<file path="config.mk">
export PLATFORM = sky130hd
export DESIGN_NAME = seq_restoring_divider
export DESIGN_NICKNAME = d
export VERILOG_FILES = /design/src/rtl/seq_restoring_divider_pkg.sv /design/src/rtl/full_adder.sv /design/src/rtl/ripple_subtractor.sv /design/src/rtl/seq_restoring_divider.sv
export SDC_FILE = /design/constraint.sdc
export NUM_CORES = 1
export LEC_CHECK = 0
export CAP_MARGIN = 20
export CORE_MARGIN = 2
export CORE_UTILIZATION = 53
export DETAILED_ROUTE_END_ITERATION = 8
export PLACE_DENSITY = 0.79
export SKIP_LAST_GASP = 1
export SYNTH_ARGS = -nofsm -noshare
export SYNTH_HDL_FRONTEND = slang
export SYNTH_HIERARCHICAL = 1
export SYNTH_SLANG_ARGS = --single-unit
</file>
<file path="constraint.sdc">
create_clock -name CLK -period 8.09 [get_ports CLK]
set_input_delay 1.618 -clock CLK [delete_from_list [all_inputs] [get_ports CLK]]
set_output_delay 1.618 -clock CLK [all_outputs]
set_load 0.01 [all_outputs]
</file>
<file path="src/rtl/seq_restoring_divider_pkg.sv">
// Shared definitions for the sequential restoring divider: FSM encoding and default width.
package seq_restoring_divider_pkg;

    typedef enum logic [1:0] {
        IDLE = 2'd0,
        RUN  = 2'd1,
        FIN  = 2'd2
    } state_t;

    localparam int unsigned DEFAULT_WIDTH = 4;

endpackage

</file>
<file path="src/rtl/full_adder.sv">
// One-bit full adder cell used to build ripple-carry arithmetic chains.
module full_adder (
    input  logic a,
    input  logic b,
    input  logic cin,
    output logic sum,
    output logic cout
);

    assign sum  = a ^ b ^ cin;
    assign cout = (a & b) | (a & cin) | (b & cin);

endmodule

</file>
<file path="src/rtl/ripple_subtractor.sv">
// N-bit ripple subtractor A - B built from full_adder cells (B inverted, carry-in 1).
module ripple_subtractor #(
    parameter int unsigned N = 5
) (
    input  logic [N-1:0] A,
    input  logic [N-1:0] B,
    output logic [N-1:0] DIFF,
    output logic         NOBORROW
);

    logic [N:0] carry;

    assign carry[0] = 1'b1;

    for (genvar i = 0; i < N; i++) begin : g_bit
        full_adder u_fa (
            .a    (A[i]),
            .b    (~B[i]),
            .cin  (carry[i]),
            .sum  (DIFF[i]),
            .cout (carry[i+1])
        );
    end

    // Final carry-out set means A >= B.
    assign NOBORROW = carry[N];

endmodule

</file>
<file path="src/rtl/seq_restoring_divider.sv">
// Multi-cycle unsigned restoring divider, one quotient bit per clock, START/DONE handshake.
module seq_restoring_divider
    import seq_restoring_divider_pkg::*;
#(
    parameter int unsigned WIDTH = DEFAULT_WIDTH
) (
    input  logic             CLK,
    input  logic             RST_N,
    input  logic             START,
    input  logic [WIDTH-1:0] DIVIDEND,
    input  logic [WIDTH-1:0] DIVISOR,
    output logic [WIDTH-1:0] QUO,
    output logic [WIDTH-1:0] REM,
    output logic             BUSY,
    output logic             DONE,
    output logic             DIV0
);

    localparam int unsigned CW = (WIDTH > 1) ? $clog2(WIDTH) : 1;

    state_t             state;
    logic [WIDTH:0]     r;
    logic [WIDTH-1:0]   q;
    logic [WIDTH-1:0]   d;
    logic [CW-1:0]      cnt;

    logic [2*WIDTH:0]   rq_sh;
    logic [WIDTH:0]     r_sh;
    logic [WIDTH-1:0]   q_sh;
    logic [WIDTH:0]     t;
    logic               noborrow;
    logic [WIDTH:0]     r_next;
    logic [WIDTH-1:0]   q_next;

    // R[WIDTH] is always 0 between steps, so dropping it in the shift loses nothing.
    always_comb begin
        rq_sh = {r, q} << 1;
        r_sh  = rq_sh[2*WIDTH:WIDTH];
        q_sh  = rq_sh[WIDTH-1:0];
    end

    ripple_subtractor #(.N(WIDTH + 1)) u_sub (
        .A        (r_sh),
        .B        ({1'b0, d}),
        .DIFF     (t),
        .NOBORROW (noborrow)
    );

    always_comb begin
        r_next = noborrow ? t : r_sh;
        q_next = {q_sh[WIDTH-1:1], noborrow};
    end

    always_ff @(posedge CLK or negedge RST_N) begin
        if (!RST_N) begin
            state <= IDLE;
            r     <= '0;
            q     <= '0;
            d     <= '0;
            cnt   <= '0;
            QUO   <= '0;
            REM   <= '0;
            BUSY  <= 1'b0;
            DONE  <= 1'b0;
            DIV0  <= 1'b0;
        end else begin
            DONE <= 1'b0;
            case (state)
                IDLE: begin
                    if (START) begin
                        if (DIVISOR != '0) begin
                            d     <= DIVISOR;
                            r     <= '0;
                            q     <= DIVIDEND;
                            cnt   <= CW'(WIDTH - 1);
                            BUSY  <= 1'b1;
                            state <= RUN;
                        end else begin
                            QUO   <= '1;
                            REM   <= DIVIDEND;
                            DIV0  <= 1'b1;
                            DONE  <= 1'b1;
                            state <= FIN;
                        end
                    end
                end
                RUN: begin
                    r   <= r_next;
                    q   <= q_next;
                    cnt <= cnt - 1'b1;
                    if (cnt == '0) begin
                        QUO   <= q_next;
                        REM   <= r_next[WIDTH-1:0];
                        DIV0  <= 1'b0;
                        DONE  <= 1'b1;
                        BUSY  <= 1'b0;
                        state <= FIN;
                    end
                end
                FIN: begin
                    state <= IDLE;
                end
                default: begin
                    state <= IDLE;
                end
            endcase
        end
    end

endmodule

</file>
Word level (Yosys, flattened, before mapping)

Index checks and enable logic that the tools add are counted.

Bits in registers: 27
Output and inout port bits: 11
Logic and storage cells: 91

Add/sub/neg operators: 1
Equal/unequal tests: 5
Mux-type cells: 33
Bitwise gates (word level): 33
Reduce and logical (&&, ||, !) cells: 9

Operators with widths:

| kind                | number |
|---|---|
| $mux 4              | 11 |
| $pmux 4 s2          | 4 |
| $and 1x1->1         | 11 |
| $mux 2              | 5 |
| $or 1x1->1          | 10 |
| $mux 1              | 8 |
| $ne 2x2->1 const B  | 4 |
| $pmux 2 s2          | 2 |
| $reduce_and 4->1    | 2 |
| $xor 1x1->1         | 7 |
| $pmux 1 s2          | 3 |
| $reduce_and 3->1    | 2 |
| $not 1->1           | 5 |
| $logic_not 2->1     | 2 |
| $reduce_bool 4->1   | 1 |
| $eq 2x1->1 const B  | 1 |
| $reduce_and 2->1    | 1 |
| $reduce_bool 2->1   | 1 |
| $sub 2x1->2 const B | 1 |

Depth between registers and ports, before layout

Gate-level depths: netlist of the first run.

Depth after elaboration: 19
Depth in mapped cells: 10

Hierarchy

The synthesis of the first run kept the hierarchy.

By module, submodules not included:

| module                | times used | cells an instance | area an instance (sq um) | seq. area each (sq um) |
|---|---|---|---|---|
| seq_restoring_divider | 1          | 119               | 1255.0                   | 675.6 |
| full_adder            | 5          | 1                 | 20.0                     | 0.0 |
| ripple_subtractor     | 1          | 6                 | 22.5                     | 0.0 |

Least setup slack after synthesis of the first run

No wires, ideal clock.

Kind: register to register
Start: reg q[3]
End: reg REM[1]
Setup time: 0.125 ns
Data arrival time: 3.018 ns
Required time: 7.965 ns
Setup slack: 4.947 ns
Cell stages (with the launch flop): 10
Clock period less this slack: 3.143 ns
Path through: dfrtp_1 -> fa_1 -> fa_1 -> fa_1 -> fa_1 -> fa_1 -> clkbuf_1 -> mux2i_1 -> mux2i_1 -> mux2_2

Cells in the longest elaborated chain, start to end: 18

RTL lines:

| what                         | RTL line                    | text |
|---|---|---|
| start, declared              | seq_restoring_divider.sv:23 | `logic [WIDTH-1:0] q;` |
| start signal, assigned       | seq_restoring_divider.sv:89 | `q <= q_next;` |
| $and 1x1->1                  | full_adder.sv:11            | `assign cout = (a & b) \| (a & cin) \| (b & cin);` |
| $or 1x1->1 (*) (2 in series) | full_adder.sv:11            |  |
| via u_sub.carry[1]           | ripple_subtractor.sv:11     | `logic [N:0] carry;` |
| $and 1x1->1                  | full_adder.sv:11            |  |
| $or 1x1->1                   | full_adder.sv:11            |  |
| $or 1x1->1 (*)               | full_adder.sv:11            |  |
| via u_sub.carry[2]           | ripple_subtractor.sv:11     |  |
| $and 1x1->1                  | full_adder.sv:11            |  |
| [2 not listed]               | n/a                         |  |
| via u_sub.carry[3]           | ripple_subtractor.sv:11     |  |
| [3 not listed]               | n/a                         |  |
| via u_sub.carry[4]           | ripple_subtractor.sv:11     |  |
| $and 1x1->1                  | full_adder.sv:11            |  |
| $or 1x1->1                   | full_adder.sv:11            |  |
| $or 1x1->1 (*)               | full_adder.sv:11            |  |
| via noborrow                 | seq_restoring_divider.sv:31 | `logic noborrow;` |
| $mux 4 (*)                   | seq_restoring_divider.sv:50 | `r_next = noborrow ? t : r_sh;` |
| $mux 4 (*)                   | seq_restoring_divider.sv:91 | `if (cnt == '0) begin` |
| $pmux 4 s2 (*)               | seq_restoring_divider.sv:68 | `case (state)` |
| end signal, assigned         | seq_restoring_divider.sv:93 | `REM <= r_next[WIDTH-1:0];` |
| end, declared                | seq_restoring_divider.sv:13 | `output logic [WIDTH-1:0] REM,` |

Mark *: on every way through the listed nets, which the timed path passes. The rest lies on a longest branch. The select of a mux whose other input is x is not followed.
A chain may end at the register's enable or synchronous reset.

Worst setup path in the final report of the first run

Ends and elaborated chain as after synthesis.

==> results of run 1 <==
## final timing paths
path / from / endpoint / slack [ns] / cells past startpoint
max: q[3] / REM[1] / 4.73 / 8
min: d[3] / d[3] / 0.52 / 1
max reg2reg: q[3] / REM[1] / 4.73 / 8
min reg2reg: d[3] / d[3] / 0.52 / 1
max in group asynchronous: RST_N / r[2] / 6.18 / 2
min in group asynchronous: RST_N / QUO[3] / 1.65 / 2
## critical path: cells and delay by family, from the launching register on
kind | cells | cell delay [ns]
fa+ha+maj | 5 | 2.19
flops | 1 | 0.43
mux | 3 | 0.65
## cell type report
type	instances	area, µm²	share of cell area [%]
flip-flops and latches	27	676	41.4
multi-input cells	83	618	37.9
repair buffers	23	225	13.8
inverters	13	48.8	2.99
well taps	30	37.5	2.30
clock buffers	4	26.3	1.61
## state kept, by name (all words and copies together), names as in the netlist
signal  flops
QUO         4
REM         4
d           4
q           4
r           4
cnt         2
state       2
BUSY        1
DIV0        1
DONE        1
## through the flow
step	area (µm²)	setup slack (ns)	cells
finish	1630	4.73	180
global route	1630	4.55	180
CTS	1630	4.74	180
detailed placement	1610	4.41	176
global placement	1610	4.47	176
floorplan	1380	4.95	130
## layer usage
metal / vias up / GRT usage (%) / part of all wire [%]
li1: 481 / - / -
met1: 495 / 29.5 / 43
met2: 33 / 36.3 / 50
met3: 5 / 2.69 / 5.8
met4: 0 / 11.0 / 1.9
met5: - / 0 / 0
## cell usage after synthesis, drive strengths merged
cell	number
nand3b	1
nor2b	2
ha	1
a22oi	1
or4	1
nor3	1
a2bb2oi	1
or3	1
conb	2
buf	2
inv	13
dfrtp	27
a31oi	4
o22ai	4
nand2b	2
nor2	12
nand2	6
a21oi	13
fa	5
o21ai	6
a21boi	1
o31ai	2
mux2	8
mux2i	8
clkbuf	5
nor4	1
## power by group through the flow
stage / Combinational [µW] / Sequential (µW) / Clock [µW]
after floorplan: 211 / 244 / 0
after global placement: 305 / 243 / 0
after detailed placement: 319 / 247 / 0
after CTS: 320 / 243 / 57.8
after global routing: 363 / 253 / 64.6
final: 318 / 243 / 56.7
## logic make-up (layout without fill, tap and decap cells)
kind of cell               Yosys count  count (layout)  share of synthesized area [%]
buffers and inverters               20              40                           6.09
other                                2               2                          0.545
and+or+nand+nor                     27              27                           9.45
muxes                               16              16                           12.4
adders and majority gates            6               6                           8.17
DFF                                 27              27                           49.0
AOI/OAI and AO/OA                   32              32                           14.4
==> results.sh, run 1 <==
export IMPL_outcome="completed"
export IMPL_cts_root_buf="clkbuf_4"
export IMPL_fin_nets=168
export IMPL_drv_cap=0
export IMPL_crit_required_ns=8.31
export IMPL_critPathLaunchType="flop"
export IMPL_yosys_warnings=6
export IMPL_yosysTopAreaCell="dfrtp_1"
export IMPL_dieWidth_um=55.0
export IMPL_antenna_found_initial=0
export IMPL_clock_skew_ns=0.00145
export IMPL_max_slew_margin_pct=35.0
export IMPL_drive_gt1_share_pct=10.0
export IMPL_p_leak_uw=0.000715
export IMPL_p_per_area_nw_per_um2=378
export IMPL_cts_buffer_depth=2
export IMPL_hold_buffers=0
export IMPL_syn_nets=147
export IMPL_cp_arrival_ns=3.58
export IMPL_vdd_drop_max_mv=0.328
export IMPL_gr_total_overflow=0
export IMPL_path_cells="fa_1 > fa_1 > fa_1 > fa_1 > fa_1 > mux2i_1 > mux2i_1 > mux2_2"
export IMPL_rsz0062_at_grt="false"
export IMPL_slowest_stage="fa_1"
export IMPL_synth_top_cells_by_area="dfrtp_1, fa_1, mux2_2"
export IMPL_fmax_mhz=298
export IMPL_finalSetupTns_ns=0
export IMPL_clock_sinks=27
export IMPL_critical_path_class="flop to flop"
export IMPL_max_stage_delay_ns=0.52
export IMPL_fin_crit_sh_pct=41.5
export IMPL_io_buffer_count=21
export IMPL_wire_per_inst_um=15.2
export IMPL_io_pins=22
export IMPL_clock_power_share_pct=9.2
export IMPL_grt_pass1_vias=1055
export IMPL_dr_first_iter_drc_count=26
export IMPL_grt_total_usage_pct=22.3
export IMPL_tightest_slew_ns=0.966
export IMPL_combPwrFrac_pct=51.5
export IMPL_slew_viol_final=0
export IMPL_core_um2=2480
export IMPL_netlist_cell_type_count=28
export IMPL_ctsResizeCount=0
export IMPL_drc=0
export IMPL_min_period_ns=3.36
export IMPL_syn_area_um2=1380
export IMPL_fillers=209
export IMPL_hold_ws_ns=0.523
export IMPL_place_gp_congestion=0.859
export IMPL_synth_seq_cells=27
export IMPL_postRouteAntennaNets=0
export IMPL_path_max_fanout=6
export IMPL_internal_power_uw=377
export IMPL_swShare_pct=39.0
export IMPL_final_hold_viol_count=0
export IMPL_cts_made_buffers=3
export IMPL_antenna_diode_count=0
export IMPL_layout_common_cells="dfrtp_1, clkdlybuf4s50_1, inv_1, a21oi_1, nor2_1"
export IMPL_final_core_util_pct=65.9
export IMPL_critPathCaptureType="flop"
export IMPL_cts_htree_levels=1
export IMPL_grt_max_degree=28
export IMPL_ys_seq_area_share_pct=49.0
export IMPL_syn_area_per_cell_um2=10.6
export IMPL_die_area_um2=3020
export IMPL_hold_class="flop to flop"
export IMPL_dr_pass1_iters=4
export IMPL_rows=18
export IMPL_grt_first_pass_wirelength_um=4690
export IMPL_p_sw_uw=241
export IMPL_start_util_pct=55.6
export IMPL_synth_top_cell_area_share_pct=49.0
export IMPL_die_h_um=55.0
export IMPL_area_growth_pct=18.4
export IMPL_hpwlAfterDp_um=2110
export IMPL_finalPower_uw=617
export IMPL_path_clk_slew_ns=0.14
export IMPL_viasPerCell=5.63
export IMPL_vias=1014
export IMPL_worst_path_most_repeated_cell="fa_1"
export IMPL_cts_tree="built"
export IMPL_setup_viol=0
export IMPL_seq_power_share_pct=39.3
export IMPL_routed_wl_um=2730
export IMPL_clk_latency_ns=0.31
export IMPL_final_common_cell="dfrtp_1"
export IMPL_cts_setup_buffers=0
export IMPL_synthCells=130
Note: power is estimated with default switching activity, not from simulation.
==> run 2, diff against run 1 <==
--- a/config.mk
+++ b/config.mk
@@ -7,9 +7,9 @@
 export LEC_CHECK = 0
 export CAP_MARGIN = 20
 export CORE_MARGIN = 2
-export CORE_UTILIZATION = 53
+export CORE_UTILIZATION = 47
 export DETAILED_ROUTE_END_ITERATION = 8
-export PLACE_DENSITY = 0.79
+export PLACE_DENSITY = 0.74
 export SKIP_LAST_GASP = 1
 export SYNTH_ARGS = -nofsm -noshare
 export SYNTH_HDL_FRONTEND = slang
==> constraint.sdc (replaced) <==
create_clock -name CLK -period 2.8 [get_ports CLK]
set_input_delay 0.56 -clock CLK [delete_from_list [all_inputs] [get_ports CLK]]
set_output_delay 0.56 -clock CLK [all_outputs]
set_load 0.01 [all_outputs]
==> results.sh, run 2 (synthesis results as in run 1) <==
export IMPL_outcome="complete, but fails checks"
export IMPL_violations="negative setup slack"
export IMPL_fin_nets=176
export IMPL_p_per_area_nw_per_um2=1160
export IMPL_io_pins=22
export IMPL_vias=1022
export IMPL_critPathCaptureType="flop"
export IMPL_cts_htree_levels=1
export IMPL_antenna_diode_count=0
export IMPL_gr_total_overflow=0
export IMPL_io_buffer_count=21
export IMPL_routed_wl_met3_um=93
export IMPL_die_area_um2=3380
export IMPL_path_max_fanout=5
export IMPL_cts_made_buffers=3
export IMPL_crit_required_ns=3.05
export IMPL_clk_latency_ns=0.35
export IMPL_cp_arrival_ns=3.20
export IMPL_place_gp_congestion=0.798
export IMPL_viasPerCell=5.41
export IMPL_finalWorstSetupSlack_ns=-0.144
export IMPL_dr_first_iter_drc_count=40
export IMPL_final_core_util_pct=62.2
export IMPL_fillers=241
export IMPL_regArea_um2=676
export IMPL_dr_pass1_iters=4
export IMPL_wire_per_inst_um=14.9
export IMPL_critical_path_class="flop to flop"
export IMPL_area_growth_pct=25.6
export IMPL_antenna_found_initial=0
export IMPL_rsz0062_at_grt="true"
export IMPL_slew_viol_final=0
export IMPL_clock_skew_ns=0.00894
export IMPL_postRouteAntennaNets=0
export IMPL_die_h_um=58.1
export IMPL_layout_common_cells="dfrtp_1, clkdlybuf4s50_1, a21oi_1, inv_1, nor2_1"
export IMPL_start_util_pct=49.5
export IMPL_fmax_mhz=340
export IMPL_routed_top_layer="met4"
export IMPL_grt_max_degree=28
export IMPL_grt_first_pass_wirelength_um=4910
export IMPL_path_clk_slew_ns=0.15
export IMPL_hold_class="flop to flop"
export IMPL_drc=0
export IMPL_grt_total_usage_pct=19.0
export IMPL_dieWidth_um=58.1
export IMPL_vdd_drop_max_mv=0.778
export IMPL_wl_met2_um=1340
export IMPL_cts_buffer_depth=2
export IMPL_stdcell_area_um2=1730
export IMPL_cts_root_buf="clkbuf_4"
export IMPL_cts_tree="built"
export IMPL_clock_sinks=27
export IMPL_core_um2=2780
export IMPL_drive_gt1_share_pct=21.5
export IMPL_rows=19
export IMPL_final_common_cell="dfrtp_1"
export IMPL_max_slew_margin_pct=63.0
export IMPL_fin_crit_sh_pct=105
export IMPL_setup_viol=7
export IMPL_dpl_cell_area_um2=1660
export IMPL_routed_wl_um=2810
export IMPL_post_place_ws_ns=-0.168
export IMPL_p_leak_uw=0.000756
export IMPL_hpwlAfterDp_um=2090
export IMPL_tightest_slew_ns=0.555
export IMPL_critPathLaunchType="flop"
export IMPL_multi_input_area_um2=654
export IMPL_wl_met1_um=1330
export IMPL_min_period_ns=2.94
export IMPL_hold_buffers=0
export IMPL_grt_pass1_vias=1078
export IMPL_final_hold_viol_count=0
export IMPL_drv_cap=0
[run 2: final cells by class]
class | count | share of cell area (%)
clock buffers | 3 | 1.30
clock inverters | 1 | 0.289
inverters | 13 | 2.82
multi-input cells | 83 | 37.8
flip-flops and latches | 27 | 39.0
well taps | 31 | 2.24
repair buffers | 31 | 16.5
[run 2: worst paths after layout]
| check | startpoint | end | slack (ns) | cells past startpoint |
|---|---|---|---|---|
| max in group asynchronous | RST_N | QUO[3] | 1.96 | 2 |
| setup reg to reg | d[0] | REM[3] | -0.14 | 9 |
| hold / removal | REM[1] | REM[1] | 0.53 | 1 |
| min in group asynchronous | RST_N | DIV0 | 0.57 | 2 |
| setup / recovery | d[0] | REM[3] | -0.14 | 9 |
| hold reg to reg | REM[1] | REM[1] | 0.53 | 1 |
[run 2: critical path: stages (launching register included)]
cell and delay [ns]:
dfrtp_1 0.39, inv_2 0.05, fa_2 0.35, fa_2 0.35, fa_2 0.34, fa_2 0.35
fa_2 0.42, mux2i_2 0.23, mux2i_1 0.10, mux2_2 0.26
[run 2: per-stage QoR]
| step | hold slack [ns] | setup TNS, ns | std cells | total power (µW) |
|---|---|---|---|---|
| finish | 0.526 | -0.661 | 189 | 2000 |
| global route | 0.545 | -1.51 | 189 | 2160 |
| CTS | 0.530 | -0.593 | 189 | 1990 |
| detailed placement | 0.495 | -0.514 | 183 | 1740 |
| global placement | 0.493 | -0.233 | 183 | 1680 |
| floorplan | 0.264 | -0.170 | 130 | 1350 |
[run 2: layer usage]
metal	vias to the layer above	global-route usage [%]
met4	0	6.98
li1	494	-
met1	502	25.8
met3	5	2.68
met5	-	0
met2	21	31.2
[run 2: repair_timing]
item                                    in CTS  in global routing
endpoints found under the setup margin       7                  8
gates resized for setup                      4                  1
buffers inserted                             4                  1
[run 2: power by group]
part	internal, µW	switching (µW)	leakage [µW]	total (µW)
Clock	54.0	125	0.0000177	179
Combinational	605	513	0.000419	1120
Sequential	571	133	0.000319	704
Total	1230	772	0.000756	2000
